<file path="src/rtl/cipher_stream_ctrl.sv">
// cipher_stream_ctrl: valid/ready sequencer around the Caesar encrypt datapath.
// Each character is shifted by a key entry. The key buffer is read cyclically,
// and only digits and letters consume an entry. The ciphertext is returned on a
// registered output stage that carries the message framing flag.
module cipher_stream_ctrl #(
  parameter int KEY_DEPTH = 8,
  parameter int CNT_W     = 16
) (
  input  logic                         clk,
  input  logic                         rst_n,
  input  logic                         key_wr,
  input  logic [7:0]                   key_data,
  input  logic                         key_clr,
  input  logic                         in_valid,
  output logic                         in_ready,
  input  logic [7:0]                   in_char,
  input  logic                         in_last,
  output logic                         out_valid,
  input  logic                         out_ready,
  output logic [7:0]                   out_char,
  output logic                         out_last,
  output logic                         busy,
  output logic [$clog2(KEY_DEPTH):0]   key_len,
  output logic [CNT_W-1:0]             char_count
);

  localparam int PW = $clog2(KEY_DEPTH);
  localparam int KW = PW + 1;

  typedef enum logic [1:0] {IDLE = 2'd0, RUN = 2'd1, FLUSH = 2'd2} state_t;

  // True for ASCII digits and upper/lower-case letters.
  function automatic logic is_alnum(input logic [7:0] c);
    is_alnum = ((c >= 8'd48) && (c <= 8'd57)) ||
               ((c >= 8'd65) && (c <= 8'd90)) ||
               ((c >= 8'd97) && (c <= 8'd122));
  endfunction

  // Combinational Caesar datapath: each class wraps within its own range.
  function automatic logic [7:0] encrypt(input logic [7:0] c, input logic [7:0] sh);
    logic [7:0] sum;
    sum = 8'd0;
    if ((c >= 8'd48) && (c <= 8'd57)) begin
      sum = (c - 8'd48) + (sh % 8'd10);
      if (sum >= 8'd10) sum = sum - 8'd10;
      else              sum = sum;
      encrypt = sum + 8'd48;
    end else if ((c >= 8'd65) && (c <= 8'd90)) begin
      sum = (c - 8'd65) + (sh % 8'd26);
      if (sum >= 8'd26) sum = sum - 8'd26;
      else              sum = sum;
      encrypt = sum + 8'd65;
    end else if ((c >= 8'd97) && (c <= 8'd122)) begin
      sum = (c - 8'd97) + (sh % 8'd26);
      if (sum >= 8'd26) sum = sum - 8'd26;
      else              sum = sum;
      encrypt = sum + 8'd97;
    end else begin
      encrypt = c;
    end
  endfunction

  state_t            state_r;
  logic              busy_r;
  logic              out_valid_r;
  logic [7:0]        out_char_r;
  logic              out_last_r;
  logic [KW-1:0]     key_len_r;
  logic [PW-1:0]     kptr_r;
  logic [CNT_W-1:0]  char_count_r;
  logic [7:0]        key_mem_r [KEY_DEPTH];

  logic              in_ready_s;
  logic              accept_s;
  logic              key_idle_s;
  logic              key_full_s;
  logic              alnum_s;
  logic [7:0]        shift_s;
  logic [PW-1:0]     kptr_inc_s;

  // Handshake, shift selection and next key pointer.
  always_comb begin
    in_ready_s = (state_r != FLUSH) && (!out_valid_r || out_ready);
    accept_s   = in_valid && in_ready_s;
    key_idle_s = (state_r == IDLE);
    key_full_s = (key_len_r == KW'(KEY_DEPTH));
    alnum_s    = is_alnum(in_char);
    if (key_len_r != {KW{1'b0}}) shift_s = key_mem_r[kptr_r];
    else                         shift_s = 8'd0;
    if (({1'b0, kptr_r} + {{PW{1'b0}}, 1'b1}) >= key_len_r) kptr_inc_s = {PW{1'b0}};
    else                                                    kptr_inc_s = kptr_r + {{(PW-1){1'b0}}, 1'b1};
  end

  // Message FSM with registered busy flag.
  always_ff @(posedge clk or negedge rst_n) begin
    if (!rst_n) begin
      state_r <= IDLE;
      busy_r  <= 1'b0;
    end else begin
      case (state_r)
        IDLE: begin
          if (accept_s) begin
            state_r <= in_last ? FLUSH : RUN;
            busy_r  <= 1'b1;
          end
        end
        RUN: begin
          if (accept_s && in_last) state_r <= FLUSH;
        end
        FLUSH: begin
          if (out_valid_r && out_ready && out_last_r) begin
            state_r <= IDLE;
            busy_r  <= 1'b0;
          end
        end
        default: begin
          state_r <= IDLE;
          busy_r  <= 1'b0;
        end
      endcase
    end
  end

  // Output stage: load on accept, drain on out_ready otherwise.
  always_ff @(posedge clk or negedge rst_n) begin
    if (!rst_n) begin
      out_valid_r <= 1'b0;
      out_char_r  <= 8'd0;
      out_last_r  <= 1'b0;
    end else if (accept_s) begin
      out_valid_r <= 1'b1;
      out_char_r  <= encrypt(in_char, shift_s);
      out_last_r  <= in_last;
    end else if (out_ready) begin
      out_valid_r <= 1'b0;
    end
  end

  // Key pointer: steps on alphanumerics, restarts at message end or key clear.
  always_ff @(posedge clk or negedge rst_n) begin
    if (!rst_n) begin
      kptr_r <= {PW{1'b0}};
    end else if (key_idle_s && key_clr) begin
      kptr_r <= {PW{1'b0}};
    end else if (accept_s && in_last) begin
      kptr_r <= {PW{1'b0}};
    end else if (accept_s && alnum_s && (key_len_r != {KW{1'b0}})) begin
      kptr_r <= kptr_inc_s;
    end
  end

  // Key length: programmable only while idle; clear beats write.
  always_ff @(posedge clk or negedge rst_n) begin
    if (!rst_n) begin
      key_len_r <= {KW{1'b0}};
    end else if (key_idle_s && key_clr) begin
      key_len_r <= {KW{1'b0}};
    end else if (key_idle_s && key_wr && !key_full_s) begin
      key_len_r <= key_len_r + {{PW{1'b0}}, 1'b1};
    end
  end

  // Key storage: contents need no reset because key_len gates every read.
  always_ff @(posedge clk) begin
    if (key_idle_s && !key_clr && key_wr && !key_full_s) begin
      key_mem_r[key_len_r[PW-1:0]] <= key_data;
    end
  end

  // Character counter: restarts per message and saturates.
  always_ff @(posedge clk or negedge rst_n) begin
    if (!rst_n) begin
      char_count_r <= {CNT_W{1'b0}};
    end else if (accept_s && key_idle_s) begin
      char_count_r <= {{(CNT_W-1){1'b0}}, 1'b1};
    end else if (accept_s && (char_count_r != {CNT_W{1'b1}})) begin
      char_count_r <= char_count_r + {{(CNT_W-1){1'b0}}, 1'b1};
    end
  end

  assign in_ready   = in_ready_s;
  assign out_valid  = out_valid_r;
  assign out_char   = out_char_r;
  assign out_last   = out_last_r;
  assign busy       = busy_r;
  assign key_len    = key_len_r;
  assign char_count = char_count_r;

endmodule

</file>
<file path="config.mk">
export PLATFORM = sky130hd
export DESIGN_NAME = cipher_stream_ctrl
export DESIGN_NICKNAME = d
export VERILOG_FILES = /design/src/rtl/cipher_stream_ctrl.sv
export SDC_FILE = /design/constraint.sdc
export NUM_CORES = 1
export LEC_CHECK = 0
export CAP_MARGIN = 20
export CORE_ASPECT_RATIO = 1.1
export CORE_MARGIN = 4
export CORE_UTILIZATION = 60
export CTS_CLUSTER_DIAMETER = 200
export DETAILED_ROUTE_END_ITERATION = 10
export PLACE_DENSITY_LB_ADDON = 0.25
export SLEW_MARGIN = 20
export SYNTH_ARGS = -nofsm -noshare
export SYNTH_HDL_FRONTEND = slang
export SYNTH_SLANG_ARGS = --single-unit
</file>
<file path="constraint.sdc">
create_clock -name clk -period 25.6 [get_ports clk]
set_input_delay 5.12 -clock clk [delete_from_list [all_inputs] [get_ports clk]]
set_output_delay 5.12 -clock clk [all_outputs]
set_load 0.02 [all_outputs]
</file>
==> results of run 1 <==
==> kinds of logic after synthesis <==
group	share of synthesized area [%]
XOR/XNOR	7.43
flip-flops	37.4
AO/OA/AOI/OAI	14.9
buffers and inverters	4.51
multiplexers	7.70
adder cells (fa/ha/maj)	9.13
AND/OR/NAND/NOR	18.9
==> worst max-delay path by stage <==
stage              start  endpoint  slack, ns  depth (start not counted)
3_3_place_gp   out_ready  in_ready      14.01                          4
3_5_place_dp   out_ready  in_ready      13.98                          4
6_report       out_ready  in_ready      13.97                          4
2_1_floorplan  out_ready  in_ready      14.93                          2
5_1_grt        out_ready  in_ready      13.93                          4
4_1_cts        out_ready  in_ready      13.98                          4
==> tightest hold or removal path: cells and delay by family, from the launching register on <==
family | cells | cell delay [ns]
AND/OR/NAND/NOR | 1 | 0.04
AO/OA/AOI/OAI | 1 | 0.06
flip-flops | 1 | 0.35
==> through the flow <==
step                      util, %  hold WS (ns)  instances  setup slack, ns  cell area [sq um]
after floorplan                 -         0.497        791            14.93               7540
after global placement       66.9         0.469        979            14.01               8160
after detailed placement     66.9         0.480        979            13.98               8160
after CTS                    69.4         0.496        995            13.98               8460
after global routing         69.4         0.528        995            13.93               8460
final                        69.4         0.487        995            13.97               8460
==> layer usage <==
layer | track usage, % | vias up | share of wire (%)
met4 | 7.32 | 0 | 1.9
met1 | 32.4 | 2913 | 44
met3 | 3.24 | 30 | 4.3
met2 | 40.5 | 198 | 49
met5 | 0 | - | 0
li1 | - | 2964 | -
==> cell usage after synthesis, drive strengths merged (2+ instances only) <==
cell type / instances / area, sq um
nand2b: 12 / 75.1
o32a: 3 / 30.0
nor2b: 8 / 50.1
nand2: 79 / 302
o21bai: 4 / 30.0
o41ai: 2 / 17.5
a211oi: 7 / 52.6
nor4: 5 / 31.3
o221ai: 5 / 56.3
nor3b: 4 / 46.3
ha: 51 / 638
clkbuf: 11 / 41.3
nand4: 14 / 93.8
xnor2: 41 / 359
o31a: 2 / 17.5
a22oi: 3 / 27.5
inv: 49 / 184
or4b: 2 / 23.8
a2111oi: 3 / 27.5
dfrtp: 36 / 901
edfxtp: 64 / 1920
nand3: 25 / 130
o211ai: 4 / 30.0
and2: 12 / 75.1
or3: 9 / 61.3
nand3b: 2 / 15.0
mux4: 6 / 135
a41oi: 2 / 17.5
mux2: 9 / 105
nor2: 70 / 263
buf: 15 / 111
a21o: 17 / 135
fa: 2 / 40.0
o21ai: 33 / 169
a21oi: 53 / 269
or2: 6 / 37.5
xor2: 23 / 201
o22ai: 4 / 31.3
and4: 2 / 17.5
nor3: 24 / 125
and3: 8 / 50.1
a31oi: 5 / 46.3
mux2i: 34 / 340
==> state kept, by name, summed over array words and instances, names as in the netlist <==
register    count
out_last        1
key_len         4
state_r         2
kptr_r          3
out_char        8
char_count     16
busy            1
key_mem_r      64
out_valid       1
==> layout make-up <==
class	count	area (sq um)
Sequential cell	100	2820
Inverter	50	188
Timing Repair Buffer	60	581
Fill cell	956	3730
Clock buffer	9	225
Clock inverter	7	75.1
Tap cell	154	193
Multi-Input combinational cell	615	4380
==> cell usage in the layout (no fill, tap or decap), types with 3 or more instances in the layout <==
master / instances
a211oi_1: 7
a21o_1: 16
a21oi_1: 52
a31oi_1: 4
and2_1: 11
and3_1: 8
buf_4: 6
clkbuf_16: 9
clkdlybuf4s50_1: 53
dfrtp_1: 36
edfxtp_1: 64
ha_1: 51
inv_1: 49
inv_8: 3
mux2_2: 7
mux2i_1: 34
mux4_2: 6
nand2_1: 77
nand2b_1: 12
nand3_1: 24
nand4_1: 13
nor2_1: 70
nor2b_1: 8
nor3_1: 23
nor4_1: 5
o211ai_1: 4
o21ai_0: 30
o21bai_1: 4
o221ai_1: 3
o22ai_1: 3
o32a_1: 3
or2_2: 6
or3_1: 8
xnor2_1: 41
xor2_1: 23
==> flow_metrics.py, run 1 <==
metrics = {
    "drt": {
        "vias_per_cell": 6.14,
        "detail_route.wl_per_cell_um": 17.1,
        "drtPass1Iterations": 5,
        "wirelength_um": 17100,
        "drcViolationCount": 0,
        "vias": 6105,
        "ant_nets": 0,
        "drtIter0Drc": 405,
    },
    "timing": {
        "fin_crit_sh_pct": 45.4,
        "fin_worst_skew_ns": 0.0101,
        "slew_headroom_pct": 39.3,
        "fmax_mhz": 86.0,
        "rsz0062_at_grt": "no",
        "fin_setup_tns_ns": 0,
        "min_period_ns": 11.63,
        "finalSetupViolations": 0,
        "finalHoldViolCount": 0,
        "worstMarginPinSlew_ns": 0.907,
        "finalMaxSlewViolations": 0,
    },
    "synth": {
        "ys_seq_area_share_pct": 37.4,
        "ys_async_sr_fraction_pct": 36.0,
        "yosys_register_bits": 100,
        "syn_area_per_cell_sq_um": 9.53,
        "synth_area_sq_um": 7540,
        "synthDistinctLibCells": 88,
        "synth_nets": 867,
        "ys.flop_type": "edfxtp_1",
        "synth_edf_count": 64,
        "synthCells": 791,
        "synth_warnings": 0,
    },
    "worst_setup_path": {
        "cpMostUsedCell": "clkdlybuf4s50_1",
        "r2r-end": "out_char[6]$_DFFE_PN0P_",
        "path_cells": "clkdlybuf4s50_1, nor2b_1, a21oi_1, clkdlybuf4s50_1",
        "cp_max_fo": 3,
        "slowest_stage": "clkdlybuf4s50_1",
        "critical_path_class": "input port to output pin",
        "crit_arrival_ns": 6.51,
        "r2r_start": "kptr_r[0]$_DFFE_PN0P_",
        "crit_path_start_kind": "input port",
        "path_buf_inv": 2,
        "endpoint_kind": "output pin",
        "r2r_cells": 32,
        "worstPathRequired_ns": 20.48,
        "path_delay_family": "buffers and inverters",
        "crit_path_max_incr_delay_ns": 0.65,
        "r2r_slack_ns": 15.44,
    },
    "clock_tree": {
        "clkLatencyLatePin_ns": 0.34,
        "cts.sinks": 100,
        "cts-buffers-inserted": 9,
        "cts_setup_buffers": 0,
        "cts-root-buf": "clkbuf_16",
        "clk_pin_slew_worst_paths_ns": 0.07,
        "h-tree-depth": 3,
        "clockBufferDepth": 2,
        "cts_resized": 0,
        "ctsHoldBuffers": 0,
        "tritoncts": "done",
    },
    "floorplanning": {
        "die_x_um": 115,
        "die_y_um": 126,
        "io_pins": 55,
        "dieArea_sq_um": 14400,
        "rows": 42,
        "coreArea_sq_um": 12200,
        "start_util_pct": 61.8,
    },
    "global_routing": {
        "grt_pass1_vias": 6011,
        "grt_usage_pct": 24.1,
        "grt_pass1_wl_um": 28700,
        "grt_max_degree": 37,
        "antenna_found_initial": 0,
        "grt.overflow.total": 0,
    },
    "place": {
        "place_congestion": 0.917,
        "hpwl_um": 12900,
        "port_buffers": 54,
    },
    "cells_and_area": {
        "diodes": 0,
        "drive_gt1_share_pct": 7.61,
        "area_growth_pct": 12.2,
        "nets": 912,
    },
    "outcome": {
        "status": "complete, no violations",
    },
    "worst_hold_path": {
        "min_to": "out_char[1]$_DFFE_PN0P_",
        "hold_depth": 2,
        "hp-class": "flip-flop to flip-flop",
        "min_from": "out_char[1]$_DFFE_PN0P_",
    },
    "job": {
        "drv_cap": 0,
    },
}
Power of run 1 is not shown: default switching activity piles up to over one toggle a cycle in this logic, so the estimate is an artifact.
==> inputs of run 2 (changes only) <==
==> constraint.sdc (replaced) <==
create_clock -name clk -period 10.75 [get_ports clk]
set_input_delay 2.15 -clock clk [delete_from_list [all_inputs] [get_ports clk]]
set_output_delay 2.15 -clock clk [all_outputs]
set_load 0.02 [all_outputs]
==> run 2 against run 1 <==
Utilization is 0.31 points higher; cell count increased by 0.20%; largest cell class unchanged; sequential cell count is the same; worst hold slack worse by 0.0026 ns.
==> flow_metrics.py, run 2 (synthesis gave the netlist of run 1 again) <==
metrics = {
    "floorplanning": {
        "rows": 42,
        "start_util_pct": 61.8,
        "dieArea_sq_um": 14400,
        "io_pins": 55,
        "coreArea_sq_um": 12200,
        "die_x_um": 115,
        "die_y_um": 126,
    },
    "clock_tree": {
        "tritoncts": "done",
        "cts.sinks": 100,
        "ctsHoldBuffers": 0,
        "cts-root-buf": "clkbuf_16",
        "cts_setup_buffers": 0,
        "clkLatencyLatePin_ns": 0.35,
        "cts_resized": 0,
        "clk_pin_slew_worst_paths_ns": 0.07,
        "h-tree-depth": 3,
        "cts-buffers-inserted": 9,
        "clockBufferDepth": 2,
    },
    "timing": {
        "fmax_mhz": 105,
        "layout_setup_ws_ns": 1.19,
        "worstMarginPinSlew_ns": 1.01,
        "fin_worst_skew_ns": 0.0113,
        "finalSetupViolations": 0,
        "min_period_ns": 9.56,
        "finalMaxSlewViolations": 0,
        "finalHoldViolCount": 0,
        "slew_headroom_pct": 32.5,
        "fin_setup_tns_ns": 0,
        "fin_crit_sh_pct": 88.9,
        "rsz0062_at_grt": "no",
    },
    "cells_and_area": {
        "nets": 914,
        "layout_commonest_cell": "nand2_1",
        "drive_gt1_share_pct": 7.83,
        "final_cell_mix": "77 x nand2_1, 70 x nor2_1, 64 x edfxtp_1",
        "diodes": 0,
        "largest_reg_flops": 64,
        "area_growth_pct": 12.7,
        "fill_cells": 936,
    },
    "worst_setup_path": {
        "critical_path_class": "flip-flop to flip-flop",
        "crit_path_max_incr_delay_ns": 0.84,
        "slowest_stage": "dfrtp_1",
        "cpMostUsedCell": "ha_1",
        "r2r_start": "kptr_r[0]$_DFFE_PN0P_",
        "crit_path_start_kind": "flip-flop",
        "worstPathRequired_ns": 11.00,
        "crit_arrival_ns": 9.82,
        "cp_max_fo": 17,
        "crit_start": "kptr_r[0]$_DFFE_PN0P_",
        "endpoint_kind": "flip-flop",
    },
    "drt": {
        "vias_per_cell": 6.21,
        "vias": 6187,
        "wirelength_um": 18200,
        "detail_route.wl_per_cell_um": 18.2,
        "drtPass1Iterations": 5,
        "ant_nets": 0,
        "drcViolationCount": 0,
        "drtIter0Drc": 506,
    },
    "place": {
        "place_congestion": 0.953,
        "hpwl_um": 13600,
        "port_buffers": 54,
        "place_ws_ns": 1.31,
    },
    "global_routing": {
        "antenna_found_initial": 0,
        "grt_pass1_wl_um": 30300,
        "grt_max_degree": 37,
        "grt.overflow.total": 0,
        "grt_pass1_vias": 6255,
        "grt_usage_pct": 25.8,
    },
    "job": {
        "drv_cap": 0,
    },
    "outcome": {
        "status": "complete, no violations",
    },
    "worst_hold_path": {
        "min_from": "out_char[1]$_DFFE_PN0P_",
        "hp-class": "flip-flop to flip-flop",
    },
}
run 2: cell count changes in the layout (fill, tap and decap cells not counted), sizes merged:
cell / change
bufinv: +1
buf: +2
clkinv: +1
clkinvlp: -1
inv: -1
run 2: layer usage:
layer | wire, um | GRT usage (%) | share of wire (%)
met1 | 7750 | 33.8 | 43
met2 | 9330 | 44.2 | 51
met3 | 747 | 3.24 | 4.1
met4 | 337 | 8.49 | 1.9
met5 | 0 | 0 | 0
run 2: per-stage QoR:
stage,hold slack (ns),std cells,utilization (%),instance area (sq um)
2_1_floorplan,0.497,791,-,7540
3_3_place_gp,0.468,981,67.1,8180
3_5_place_dp,0.474,981,67.1,8180
4_1_cts,0.489,997,69.7,8500
5_1_grt,0.506,997,69.7,8500
6_report,0.485,997,69.7,8500
run 2: cell type report:
cell class / instances / area, sq um / area share [%]
clock buffers: 9 / 225 / 2.65
clock inverters: 7 / 97.6 / 1.15
inverters: 50 / 188 / 2.21
multi-input cells: 615 / 4380 / 51.5
flip-flops and latches: 100 / 2820 / 33.2
well taps: 154 / 193 / 2.27
repair buffers: 62 / 596 / 7.01
run 2: final timing paths:
check	end	slack [ns]	cells after the start
hold reg to reg	out_char[1]$_DFFE_PN0P_	0.48	2
hold / removal	out_char[1]$_DFFE_PN0P_	0.48	2
min in group asynchronous	out_last$_DFFE_PN0P_	1.90	1
setup / recovery	out_char[6]$_DFFE_PN0P_	1.19	35
setup reg to reg	out_char[6]$_DFFE_PN0P_	1.19	35
max in group asynchronous	char_count[0]$_DFFE_PN0P_	8.34	1
run 2: worst max-delay path: cells and delay by family, from the launching register on:
kind            cells  cell delay [ns]
fa+ha+maj           4             1.18
mux                 2             0.79
buf+inv             2             0.27
flops               1             0.84
simple gates       11             3.04
xor+xnor            2             0.54
compound gates     14             2.80
Power of run 2 is left out for the same reason.
==> inputs of run 3 (changes only) <==
--- a/config.mk
+++ b/config.mk
@@ -5,13 +5,14 @@
 export SDC_FILE = /design/constraint.sdc
 export NUM_CORES = 1
 export LEC_CHECK = 0
+export ABC_CLOCK_PERIOD_IN_PS = 10750
 export CAP_MARGIN = 20
 export CORE_ASPECT_RATIO = 1.1
 export CORE_MARGIN = 4
 export CORE_UTILIZATION = 60
 export CTS_CLUSTER_DIAMETER = 200
 export DETAILED_ROUTE_END_ITERATION = 10
-export PLACE_DENSITY_LB_ADDON = 0.25
+export PLACE_DENSITY_LB_ADDON = 0.1
 export SLEW_MARGIN = 20
 export SYNTH_ARGS = -nofsm -noshare
 export SYNTH_HDL_FRONTEND = slang
==> run 3 against run 2 <==
Via count shrank 1.2%; utilization decreased by 0.24 points; die area did not move; critical path depth increased by 2; critical path type unchanged.
==> flow_metrics.py, run 3 (synthesis gave the netlist of run 1 again) <==
metrics = {
    "worst_setup_path": {
        "r2r-end": "out_char[6]$_DFFE_PN0P_",
        "crit_start": "key_len[1]$_DFFE_PN0P_",
        "path_delay_family": "simple AND/OR/NAND/NOR gates",
        "slowest_stage": "or4b_1",
        "crit_path_max_incr_delay_ns": 0.73,
        "path_buf_inv": 3,
        "cp_max_fo": 13,
        "r2r_slack_ns": 1.19,
        "worstPathRequired_ns": 11.01,
        "cpMostUsedCell": "ha_1",
        "critical_path_class": "flip-flop to flip-flop",
        "r2r_cells": 37,
        "endpoint_kind": "flip-flop",
        "cp_num_cells": 37,
        "crit_path_end": "out_char[6]$_DFFE_PN0P_",
        "r2r_start": "key_len[1]$_DFFE_PN0P_",
        "crit_arrival_ns": 9.82,
        "crit_path_start_kind": "flip-flop",
    },
    "timing": {
        "slew_headroom_pct": 35.2,
        "worstMarginPinSlew_ns": 0.968,
        "fin_worst_skew_ns": 0.0109,
        "finalSetupViolations": 0,
        "finalHoldViolCount": 0,
        "rsz0062_at_grt": "no",
        "fmax_mhz": 105,
        "whs_ns": 0.504,
        "finalMaxSlewViolations": 0,
        "fin_crit_sh_pct": 88.9,
        "min_period_ns": 9.56,
        "fin_setup_tns_ns": 0,
        "layout_setup_ws_ns": 1.19,
    },
    "clock_tree": {
        "clk_pin_slew_worst_paths_ns": 0.07,
        "cts_setup_buffers": 0,
        "h-tree-depth": 3,
        "clockBufferDepth": 2,
        "cts_resized": 0,
        "cts.sinks": 100,
        "clkLatencyLatePin_ns": 0.35,
        "cts-buffers-inserted": 9,
        "ctsHoldBuffers": 0,
        "tritoncts": "done",
        "cts-root-buf": "clkbuf_16",
    },
    "floorplanning": {
        "rows": 42,
        "io_pins": 55,
        "die_y_um": 126,
        "die_x_um": 115,
        "dieArea_sq_um": 14400,
        "start_util_pct": 61.8,
        "coreArea_sq_um": 12200,
    },
    "cells_and_area": {
        "final_cell_mix": "77 x nand2_1, 70 x nor2_1, 64 x edfxtp_1",
        "diodes": 0,
        "layoutNonFillerInstCount": 997,
        "area_growth_pct": 12.3,
        "largest_reg_flops": 64,
        "drive_gt1_share_pct": 7.71,
        "layout_commonest_cell": "nand2_1",
        "nets": 914,
    },
    "global_routing": {
        "grt_pass1_vias": 6134,
        "met1_usage_pct": 33.6,
        "grtUsageMet2_pct": 42.9,
        "grt_pass1_wl_um": 29700,
        "top_usage_layer": "met2",
        "antenna_found_initial": 0,
        "use_met3_pct": 3.19,
        "grt_max_degree": 37,
        "grt_usage_pct": 25.3,
        "grt.overflow.total": 0,
    },
    "drt": {
        "vias": 6110,
        "drtPass1Iterations": 5,
        "vias_per_cell": 6.13,
        "ant_nets": 0,
        "detail_route.wl_per_cell_um": 18.0,
        "wirelength_um": 17900,
        "drtIter0Drc": 406,
        "drcViolationCount": 0,
    },
    "job": {
        "drv_cap": 0,
    },
    "outcome": {
        "status": "complete, no violations",
    },
    "worst_hold_path": {
        "hp-class": "flip-flop to flip-flop",
    },
    "place": {
        "hpwl_um": 13300,
        "port_buffers": 54,
        "place_ws_ns": 1.22,
        "place_congestion": 0.934,
        "place_inst": 981,
    },
}
-- run 3: cell type report --
cell class,count,area (sq um)
Inverter,50,188
Sequential cell,100,2820
Clock inverter,7,68.8
Clock buffer,9,225
Tap cell,154,193
Timing Repair Buffer,62,596
Fill cell,966,3720
Multi-Input combinational cell,615,4380
-- run 3: stage by stage --
stage / area (sq um) / util [%]
2_1_floorplan: 7540 / -
3_3_place_gp: 8180 / 67.1
3_5_place_dp: 8180 / 67.1
4_1_cts: 8470 / 69.5
5_1_grt: 8470 / 69.5
6_report: 8470 / 69.5
-- run 3: worst min-delay path by stage --
stage	from	slack, ns	end	cells past startpoint
floorplan	state_r[0]$_DFFE_PN0P_	0.50	busy$_DFFE_PN0P_	1
global placement	out_char[1]$_DFFE_PN0P_	0.47	out_char[1]$_DFFE_PN0P_	2
detailed placement	out_char[1]$_DFFE_PN0P_	0.48	out_char[1]$_DFFE_PN0P_	2
CTS	out_char[1]$_DFFE_PN0P_	0.50	out_char[1]$_DFFE_PN0P_	2
global route	out_char[1]$_DFFE_PN0P_	0.52	out_char[1]$_DFFE_PN0P_	2
finish	out_char[1]$_DFFE_PN0P_	0.50	out_char[1]$_DFFE_PN0P_	2
-- run 3: worst register-to-register path, delay by kind of cell (launching register included) --
kind | cells | cell delay (ns)
AO/OA/AOI/OAI | 14 | 2.60
adder cells (fa/ha/maj) | 5 | 1.38
multiplexers | 1 | 0.38
flip-flops | 1 | 0.47
buffers and inverters | 3 | 0.41
XOR/XNOR | 2 | 0.56
AND/OR/NAND/NOR | 12 | 3.69
-- run 3: layer usage --
layer  vias up  wire, um
li1       2953         -
met1      2953      7830
met2       176      9000
met3        28       727
met4         0       338
met5         -         0
Power of run 3 is left out for the same reason.
